**config.mk**
```make
export PLATFORM = sky130hd
export DESIGN_NAME = vga_sync_controller_flat
export DESIGN_NICKNAME = d
export VERILOG_FILES = /design/src/rtl/vga_pkg.sv /design/src/rtl/vga_sync_controller_if.sv /design/src/rtl/vga_sync_controller_pixel_tick.sv /design/src/rtl/vga_sync_controller.sv /design/src/flat_wrapper.sv
export SDC_FILE = /design/constraint.sdc
export NUM_CORES = 1
export LEC_CHECK = 0
export ABC_AREA = 1
export CORE_UTILIZATION = 30
export DETAILED_ROUTE_END_ITERATION = 6
export GPL_TIMING_DRIVEN = 0
export MAX_ROUTING_LAYER = met4
export SYNTH_ARGS = -nofsm -noshare
export SYNTH_HDL_FRONTEND = slang
export SYNTH_HIERARCHICAL = 1
export SYNTH_SLANG_ARGS = --single-unit
```
**constraint.sdc**
```tcl
create_clock -name clock_50 -period 2.5 [get_ports clock_50]
set_input_delay 0.375 -clock clock_50 [delete_from_list [all_inputs] [get_ports clock_50]]
set_output_delay 0.375 -clock clock_50 [all_outputs]
set_load 0.02 [all_outputs]
```
**src/rtl/vga_pkg.sv**
```systemverilog
// Shared VGA raster constants, coordinate/colour widths and the controller state type.
package vga_pkg;

  localparam int COORD_W  = 10;
  localparam int COLOUR_W = 4;
  localparam int COORD_LIMIT = 2 ** COORD_W;

  localparam int H_VISIBLE_DEF = 640;
  localparam int H_FRONT_DEF   = 16;
  localparam int H_SYNC_DEF    = 96;
  localparam int H_BACK_DEF    = 48;

  localparam int V_VISIBLE_DEF = 480;
  localparam int V_FRONT_DEF   = 10;
  localparam int V_SYNC_DEF    = 2;
  localparam int V_BACK_DEF    = 33;

  typedef logic [COORD_W-1:0] coord_t;
  typedef logic [COLOUR_W-1:0] colour_t;

  typedef enum logic {
    ST_PARK = 1'b0,
    ST_RUN  = 1'b1
  } vga_state_e;

  function automatic int vgaTotal(input int visible, input int front, input int sync, input int back);
    return visible + front + sync + back;
  endfunction

  localparam int H_TOTAL_DEF = vgaTotal(H_VISIBLE_DEF, H_FRONT_DEF, H_SYNC_DEF, H_BACK_DEF);
  localparam int V_TOTAL_DEF = vgaTotal(V_VISIBLE_DEF, V_FRONT_DEF, V_SYNC_DEF, V_BACK_DEF);

endpackage

```
**src/rtl/vga_sync_controller_if.sv**
```systemverilog
// Raster bundle between the sync controller (master) and the colour stage (slave).
interface vga_sync_controller_if;
  import vga_pkg::*;

  logic   enable;
  logic   pixel_tick;
  coord_t pixel_x;
  coord_t pixel_y;
  logic   display_on;
  logic   hsync;
  logic   vsync;
  logic   line_start;
  logic   frame_start;

  modport master (
    input  enable,
    output pixel_tick, pixel_x, pixel_y, display_on, hsync, vsync, line_start, frame_start
  );

  modport slave (
    output enable,
    input  pixel_tick, pixel_x, pixel_y, display_on, hsync, vsync, line_start, frame_start
  );

endinterface

```
**src/rtl/vga_sync_controller_pixel_tick.sv**
```systemverilog
// Pixel-rate qualifier: divide-by-2 phase when VGA_PIXEL_DIV2_EN is defined, otherwise every edge.
module vga_pixel_tick (
  input  logic clock_50,
  input  logic reset_n,
  output logic pixel_tick_o,
  output logic advance_o
);

`ifdef VGA_PIXEL_DIV2_EN
  logic phase_q;
  logic phase_d;

  assign phase_d = ~phase_q;

  always_ff @(posedge clock_50 or negedge reset_n) begin
    if (!reset_n) begin
      phase_q <= 1'b0;
    end else begin
      phase_q <= phase_d;
    end
  end

  assign pixel_tick_o = phase_q;
  assign advance_o    = phase_q;
`else
  // The visible tick flag reads 0 in reset and 1 afterwards; advancing never waits on it.
  logic tick_q;

  always_ff @(posedge clock_50 or negedge reset_n) begin
    if (!reset_n) begin
      tick_q <= 1'b0;
    end else begin
      tick_q <= 1'b1;
    end
  end

  assign pixel_tick_o = tick_q;
  assign advance_o    = 1'b1;
`endif

endmodule

```
**src/rtl/vga_sync_controller.sv**
```systemverilog
// VGA raster timing generator: registered coordinates, sync and framing flags for one position.
// Build option: VGA_PIXEL_DIV2_EN halves the pixel rate relative to clock_50.
module vga_sync_controller
  import vga_pkg::*;
#(
  parameter int H_VISIBLE = H_VISIBLE_DEF,
  parameter int H_FRONT   = H_FRONT_DEF,
  parameter int H_SYNC    = H_SYNC_DEF,
  parameter int H_BACK    = H_BACK_DEF,
  parameter int V_VISIBLE = V_VISIBLE_DEF,
  parameter int V_FRONT   = V_FRONT_DEF,
  parameter int V_SYNC    = V_SYNC_DEF,
  parameter int V_BACK    = V_BACK_DEF
) (
  input logic                   clock_50,
  input logic                   reset_n,
  vga_sync_controller_if.master vga
);

  localparam int H_TOTAL = vgaTotal(H_VISIBLE, H_FRONT, H_SYNC, H_BACK);
  localparam int V_TOTAL = vgaTotal(V_VISIBLE, V_FRONT, V_SYNC, V_BACK);

  localparam int H_SYNC_START = H_VISIBLE + H_FRONT;
  localparam int H_SYNC_STOP  = H_SYNC_START + H_SYNC;
  localparam int V_SYNC_START = V_VISIBLE + V_FRONT;
  localparam int V_SYNC_STOP  = V_SYNC_START + V_SYNC;

  localparam coord_t H_LAST = coord_t'(H_TOTAL - 1);
  localparam coord_t V_LAST = coord_t'(V_TOTAL - 1);

  if ((H_TOTAL > COORD_LIMIT) || (V_TOTAL > COORD_LIMIT)) begin : g_timing_check
    $error("vga_sync_controller: raster totals exceed the coordinate range");
  end

  vga_state_e state_q, state_d;
  coord_t     x_q, x_d;
  coord_t     y_q, y_d;
  logic       displayOn_q, displayOn_d;
  logic       hsync_q, hsync_d;
  logic       vsync_q, vsync_d;
  logic       lineStart_q, lineStart_d;
  logic       frameStart_q, frameStart_d;
  logic       tickOut;
  logic       advance;

  vga_pixel_tick u_pixel_tick (
    .clock_50     (clock_50),
    .reset_n      (reset_n),
    .pixel_tick_o (tickOut),
    .advance_o    (advance)
  );

  // Parking always leaves the counters on the last position so the next advance lands on (0,0).
  always_comb begin
    state_d = state_q;
    x_d     = x_q;
    y_d     = y_q;

    unique case (state_q)
      ST_PARK: begin
        if (vga.enable && advance) begin
          state_d = ST_RUN;
          x_d     = '0;
          y_d     = '0;
        end
      end
      ST_RUN: begin
        if (!vga.enable) begin
          state_d = ST_PARK;
          x_d     = H_LAST;
          y_d     = V_LAST;
        end else if (advance) begin
          if (x_q == H_LAST) begin
            x_d = '0;
            y_d = (y_q == V_LAST) ? '0 : y_q + coord_t'(1);
          end else begin
            x_d = x_q + coord_t'(1);
          end
        end
      end
      default: begin
        state_d = ST_PARK;
        x_d     = H_LAST;
        y_d     = V_LAST;
      end
    endcase

    displayOn_d  = 1'b0;
    hsync_d      = 1'b1;
    vsync_d      = 1'b1;
    lineStart_d  = 1'b0;
    frameStart_d = 1'b0;

    // Flags track the position being loaded, keeping them aligned with the coordinates.
    if (state_d == ST_RUN) begin
      displayOn_d  = (int'(x_d) < H_VISIBLE) && (int'(y_d) < V_VISIBLE);
      hsync_d      = !((int'(x_d) >= H_SYNC_START) && (int'(x_d) < H_SYNC_STOP));
      vsync_d      = !((int'(y_d) >= V_SYNC_START) && (int'(y_d) < V_SYNC_STOP));
      lineStart_d  = (x_d == '0);
      frameStart_d = (x_d == '0) && (y_d == '0);
    end
  end

  always_ff @(posedge clock_50 or negedge reset_n) begin
    if (!reset_n) begin
      state_q      <= ST_PARK;
      x_q          <= H_LAST;
      y_q          <= V_LAST;
      displayOn_q  <= 1'b0;
      hsync_q      <= 1'b1;
      vsync_q      <= 1'b1;
      lineStart_q  <= 1'b0;
      frameStart_q <= 1'b0;
    end else begin
      state_q      <= state_d;
      x_q          <= x_d;
      y_q          <= y_d;
      displayOn_q  <= displayOn_d;
      hsync_q      <= hsync_d;
      vsync_q      <= vsync_d;
      lineStart_q  <= lineStart_d;
      frameStart_q <= frameStart_d;
    end
  end

  assign vga.pixel_tick  = tickOut;
  assign vga.pixel_x     = x_q;
  assign vga.pixel_y     = y_q;
  assign vga.display_on  = displayOn_q;
  assign vga.hsync       = hsync_q;
  assign vga.vsync       = vsync_q;
  assign vga.line_start  = lineStart_q;
  assign vga.frame_start = frameStart_q;

endmodule

```
**src/flat_wrapper.sv**
```systemverilog
// flat-port wrapper written by rule: the top's interface ports become plain ports
module vga_sync_controller_flat import vga_pkg::*;
#(
  parameter int H_VISIBLE = H_VISIBLE_DEF,
  parameter int H_FRONT   = H_FRONT_DEF,
  parameter int H_SYNC    = H_SYNC_DEF,
  parameter int H_BACK    = H_BACK_DEF,
  parameter int V_VISIBLE = V_VISIBLE_DEF,
  parameter int V_FRONT   = V_FRONT_DEF,
  parameter int V_SYNC    = V_SYNC_DEF,
  parameter int V_BACK    = V_BACK_DEF
)
  (clock_50, reset_n, vga_enable, vga_pixel_tick, vga_pixel_x, vga_pixel_y, vga_display_on, vga_hsync, vga_vsync, vga_line_start, vga_frame_start);
  vga_sync_controller_if vga_i ();
  input logic clock_50;
  input logic reset_n;
  input wire logic [$bits(vga_i.enable)-1:0] vga_enable;
  output wire logic [$bits(vga_i.pixel_tick)-1:0] vga_pixel_tick;
  output wire logic [$bits(vga_i.pixel_x)-1:0] vga_pixel_x;
  output wire logic [$bits(vga_i.pixel_y)-1:0] vga_pixel_y;
  output wire logic [$bits(vga_i.display_on)-1:0] vga_display_on;
  output wire logic [$bits(vga_i.hsync)-1:0] vga_hsync;
  output wire logic [$bits(vga_i.vsync)-1:0] vga_vsync;
  output wire logic [$bits(vga_i.line_start)-1:0] vga_line_start;
  output wire logic [$bits(vga_i.frame_start)-1:0] vga_frame_start;
  assign vga_i.enable = vga_enable;
  assign vga_pixel_tick = vga_i.pixel_tick;
  assign vga_pixel_x = vga_i.pixel_x;
  assign vga_pixel_y = vga_i.pixel_y;
  assign vga_display_on = vga_i.display_on;
  assign vga_hsync = vga_i.hsync;
  assign vga_vsync = vga_i.vsync;
  assign vga_line_start = vga_i.line_start;
  assign vga_frame_start = vga_i.frame_start;
  vga_sync_controller #(.H_VISIBLE(H_VISIBLE), .H_FRONT(H_FRONT), .H_SYNC(H_SYNC), .H_BACK(H_BACK), .V_VISIBLE(V_VISIBLE), .V_FRONT(V_FRONT), .V_SYNC(V_SYNC), .V_BACK(V_BACK)) u_core (.clock_50(clock_50), .reset_n(reset_n), .vga(vga_i));
endmodule
```
### Word level (Yosys, flattened, before mapping)

Cells that the tools add are included.

* word-level logic and storage cells: 43
* ROM bits: 0
* RAM bits: 0
* latch bits: 0
* register bits after elaboration: 27
* memories kept: 0

* shifts and indexed selects: 0
* $mul: 0
* bitwise logic cells: 1
* equal/unequal tests: 2
* div/mod/pow operators: 0
* reduce and logical (&&, ||, !) cells: 8
* order comparisons: 6
* $add $sub $neg: 2
* muxes and demuxes: 15

Operators with widths (number)
* $mux 10: 7
* $pmux 10 s2: 2
* $add 10x1->10 const B: 2
* $eq 10x10->1 const B: 2
* $logic_not 10->1: 2
* $lt 10x10->1 const B: 2
* $lt 10x9->1 const B: 2
* $ge 10x10->1 const B: 1
* $ge 10x9->1 const B: 1
* $mux 1: 6
* $logic_and 1x1->1: 4
* $logic_not 1->1: 2
* $not 1->1: 1

### Depth between registers and ports, before layout

* depth after elaboration: 9
* gate-level depth with buffers: 14
* gate-level depth less buffers: 14

### Modules after synthesis

The synthesis kept the hierarchy.

Modules (own cells, without submodules)
* vga_sync_controller: area each 1978.1 sq um, sequential area each 665.6 sq um, instances 1, cells an instance 297
* vga_pixel_tick: area each 36.3 sq um, sequential area each 25.0 sq um, instances 1, cells an instance 3

### Worst setup path before layout

OpenSTA, ideal clock, no wires.

* path kind: reg-to-reg
* start point: register u_core.x_q[0], in the netlist u_core/vga.pixel_x[0]
* end point: register u_core.displayOn_q, in the netlist u_core/vga.display_on
* arrival time: 1.766 ns
* slack: 0.614 ns
* data required time: 2.380 ns
* cell stages (with the launch flop): 13
* library setup time: 0.120 ns
* period minus slack after synthesis: 1.886 ns
* cell sequence: dfstp_2 > ha_1 > nand2_1 > inv_1 > nand2_2 > nor2_4 > nand3_1 > nand2_1 > nand3_1 > a21boi_2 > nor2_1 > o21ai_0 > nor2_1

* cells in the longest elaborated chain, start to end: 7
* elaborated cells between the ends (all ways): 13

Ends and longest elaborated chain
* from (decl): RTL line vga_sync_controller.sv:36 `coord_t x_q, x_d;`
* from (signal assigned): RTL line vga_sync_controller.sv:107 `x_q <= H_LAST;`
* from (signal assigned): RTL line vga_sync_controller.sv:116 `x_q <= x_d;`
* $eq 10x10->1: RTL line vga_sync_controller.sv:73 `if (x_q == H_LAST) begin`
* $mux 10: RTL line vga_sync_controller.sv:73
* $mux 10: RTL line vga_sync_controller.sv:68 `if (!vga.enable) begin`
* $pmux 10 s2: RTL line vga_sync_controller.sv:59 `unique case (state_q)`
* named net u_core.y_d[9]: RTL line vga_sync_controller.sv:37 `coord_t y_q, y_d;`
* $lt 10x9->1: RTL line vga_sync_controller.sv:96 `displayOn_d = (int'(x_d) < H_VISIBLE) && (int'(y_d) < V_VISIBLE);`
* $logic_and 1x1->1: RTL line vga_sync_controller.sv:96
* $mux 1: RTL line vga_sync_controller.sv:95 `if (state_d == ST_RUN) begin`
* named net u_core.displayOn_d: RTL line vga_sync_controller.sv:38 `logic displayOn_q, displayOn_d;`
* to (signal assigned): RTL line vga_sync_controller.sv:118 `displayOn_q <= displayOn_d;`
* to (decl): RTL line vga_sync_controller.sv:38

The timed path passes the listed nets, and every way through them passes these cells.

### Final worst setup path

* start point: input port vga_enable
* end point: register u_core.vsync_q, in the netlist u_core/vga.vsync

* cells in the longest elaborated chain, start to end: 6
* elaborated cells between the ends (all ways): 9

Ends and longest elaborated chain
* from (decl): RTL line flat_wrapper.sv:17 `input wire logic [$bits(vga_i.enable)-1:0] vga_enable;`
* $mux 10, on equally long branches: RTL line vga_sync_controller.sv:68, vga_sync_controller.sv:61
* $pmux 10 s2 (*): RTL line vga_sync_controller.sv:59
* named net u_core.y_d[7]: RTL line vga_sync_controller.sv:37
* $ge 10x9->1 or $lt 10x9->1 (tied branches): RTL line vga_sync_controller.sv:98 `vsync_d = !((int'(y_d) >= V_SYNC_START) && (int'(y_d) < V_SYNC_STOP));`
* $logic_and 1x1->1 (*): RTL line vga_sync_controller.sv:98
* $logic_not 1->1 (*): RTL line vga_sync_controller.sv:98
* $mux 1 (*): RTL line vga_sync_controller.sv:95
* named net u_core.vsync_d: RTL line vga_sync_controller.sv:40 `logic vsync_q, vsync_d;`
* to (signal assigned): RTL line vga_sync_controller.sv:120 `vsync_q <= vsync_d;`
* to (decl): RTL line vga_sync_controller.sv:40

Mark *: on every way through the listed nets, which the timed path passes. The rest lies on a longest branch.

==> metrics.md <==
| Metric | Value |
|---|---|
| Clock Latency Late Sink | 0.28 ns |
| Post-Layout Inst Area | 2440 µm² |
| Largest net degree at the start of global routing | 28 |
| Syn avg cell area | 6.71 µm² |
| Setup Buffers After CTS | 0 |
| Power Density | 528 nW/µm² |
| 1st-pass router iterations | 7 |
| Clk slew on worst S/H paths | 0.10 ns |
| Fin crit share | 95.3% |
| Worst Setup Start Kind | primary input |
| Flops & latches, synth | 27 |
| Rows | 29 |
| Max FO, Critical Path | 9 |
| Maxcap violations | 0 |
| Simple-gate area share of the yosys netlist | 41.8% |
| Starting Density | 31.4% |
| Final Setup Violations | 0 |
| Chip width | 83.9 µm |
| Area contributors post-synth | dfrtp_1 (19%), dfstp_2 (16%), nand2_1 (15%), inv_1 (8.0%), nand3_1 (7.0%) |
| Clock tree sinks | 27 |
| Synth Area in Compound Gates | 9.63% |
| CP max stage delay | 0.47 ns |
| TNS Setup | 0 ns |
| Crit Path Category | in2reg |
| Placer Congestion | 0.863 |
| CTS buffer count | 3 |
| Detailed-route DRC error count | 6 |
| Mapped cell area | 2010 µm² |
| Synth Area in Adders | 1.86% |
| Min Tclk post-route | 2.38 ns |
| Least-Margin Pin Slew | 0.633 ns |
| Synth unique cells | 35 |
| Relative slew slack | 57.8% |
| Tot Pwr | 1.29 mW |
| Commonest non-fill, non-tap cell in the layout | nand2_1 |
| Die height | 83.9 µm |
| Hold buffer count at cts | 0 |
| Antenna violations before repair | 0 |
| Die area | 7050 µm² |
| Final ANT Viol Nets | 0 |
| H-tree depth | 1 |
| Final clock skew | 0.00308 ns |
| Biggest area consumer among synthesized cells | dfrtp_1 |
| Final hold viol count | 0 |
| Total Routing Usage GR | 17.1% |
| Fraction of layout cells with a size suffix above 1 | 14.7% |
| Outcome | complete, but fails checks |
| Hold/Removal Path Class | in2async |
| Area Overhead vs Synth | 20.9% |
| Post-Syn Instances | 300 |
| XOR/XNOR Fraction of Synth Area | 0.870% |
| Vias/cell | 4.86 |
| Placed cell areas | 2390 µm² |
| Most frequent cells in the layout | nand2_1 (81), inv_1 (43), nor2_1 (35) |
| Detailed Place HPWL | 4.15 mm |
| Failing checks | DRC |
| IO buf count | 28 |
| Vias in the first global route | 1,973 |
| Sequential share of the synthesized area | 34.3% |
| CP cell instances | clkdlybuf4s50_1, nand2_1, inv_2, nor2_1, inv_2, nor2_1, a21oi_1, inv_1, nand2_1, nor2_1, nand4_1 |
| Grt total ovfl | 0 |
| Crit path max-delay family | simple AND/OR/NAND/NOR gates |
| Slowest CP cell | clkdlybuf4s50_1 |
| Routed wire length | 5.53 mm |
| Worst VDD drop | 0.000281 V |
| Crit path required time | 2.69 ns |
| Vias | 1,994 |
| Syn. warnings | 6 |
| DR WL/cell | 13.5 µm |
| Core ar. | 6420 µm² |
| Final Max Tran Viols | 0 |
| RSZ-0062 raised after global routing | false |
| Share of the synthesized area in the top cell type | 18.6% |
| Layout Cells excl Fill | 410 |
| I/O pins | 29 |
| Nets | 340 |
| Setup crit end kind | flop |
| Post-synthesis mux area share | 0% |
| CP arrival | 2.57 ns |
| Bufs on Longest Clock Path | 2 |
| First-pass GRT wire length | 9.36 mm |
| Leakage power | 1.23 nW |
| # diodes | 0 |
| Register-to-register setup slack | 0.29 ns |
| Fmax | 420 MHz |
| Crit path buf inv count | 4 |
| Inst Count DP | 406 |
| Iter 0 DRT Violations | 131 |
| Post-CTS resize count | 0 |
| Root Buffer | clkbuf_8 |
| Largest family of logic cells by synthesized area | simple AND/OR/NAND/NOR gates |
| Crit path top cell by count | nor2_1 |
| CTS tree | built |
==> sequential cells by signal, summed over array words and instances, names as in the netlist <==
| name | flops |
|---|---|
| u_core/vga.line_start | 1 |
| u_core/vga.pixel_y | 10 |
| u_core/state_q | 1 |
| u_core/vga.pixel_x | 10 |
| u_core/vga.frame_start | 1 |
| u_core/u_pixel_tick/pixel_tick_o | 1 |
| u_core/vga.display_on | 1 |
| u_core/vga.hsync | 1 |
| u_core/vga.vsync | 1 |
==> cell usage after synthesis (all sizes together) <==
cell type  count
nand3b         3
inv           51
conb           1
a21oi         16
nor3           8
ha             3
xor2           2
nand4         10
nor3b          1
nor2          39
a21boi         1
nand2         87
a22oi          1
dfstp         12
dfrtp         15
buf            5
nand3         29
clkbuf         1
o21ai         13
o21bai         2
==> logic make-up (layout without fill, tap and decap cells) <==
group                      Yosys count  count (layout)
other                                1               2
adders and majority gates            3               3
buffers and inverters               57              89
xor gates and xnor gates             2               2
AOI/OAI and AO/OA                   33              33
and+or+nand+nor                    177             177
DFF                                 27              27
==> power breakdown <==
group	switching [mW]	leakage, nW	internal, mW
clock network	0.156	0.0255	0.112
registers	0.0600	0.330	0.500
logic	0.291	0.874	0.168
total	0.506	1.23	0.780
==> worst reg2reg max path: stages (launching register included) <==
cell and delay, ns:
dfstp_2 0.59, ha_1 0.17, nand2_1 0.14, nor2_4 0.17, nand4_4 0.19, o21bai_1 0.20
nand3_1 0.11, nand2_1 0.09, nand2_1 0.05, nor2_1 0.24, nand4_1 0.16
==> area by class of cell <==
type	count	area, µm²
flip-flops and latches	27	691
clock inverters	1	5.00
inverters	51	191
well taps	77	96.3
multi-input cells	217	1100
clock buffers	3	41.3
repair buffers	28	275
plain buffers	6	37.5
fillers	667	3990
==> worst paths after layout <==
check,end,from,depth (start not counted)
worst min register to register,u_core/vga.pixel_x[2],u_core/vga.pixel_x[2],2
worst max register to register,u_core/vga.vsync,u_core/vga.pixel_x[0],10
worst min-delay path,u_core/vga.pixel_x[5],reset_n,1
worst max-delay path,u_core/vga.vsync,vga_enable,11
min in group clock_50,u_core/vga.pixel_x[2],u_core/vga.pixel_x[2],2
max in group asynchronous,u_core/vga.pixel_y[7],reset_n,1
==> layer usage <==
layer / track usage, % / vias up / part of all wire (%)
met5: - / - / 0
met4: 4.86 / 0 / 1.8
met3: 2.08 / 9 / 3.9
met2: 28.2 / 49 / 48
met1: 22.0 / 915 / 46
li1: - / 1021 / -
==> through the flow <==
stage | utilization [%] | hold slack [ns] | worst slack (ns)
2_1_floorplan | - | 0.0794 | 0.614
3_3_place_gp | 37.3 | 0.552 | -0.186
3_5_place_dp | 37.3 | 0.557 | -0.177
4_1_cts | 38.0 | 0.575 | 0.114
5_1_grt | 37.9 | 0.145 | 0.00430
6_report | 37.9 | 0.101 | 0.119
Note: power is estimated with default switching activity, not from simulation.
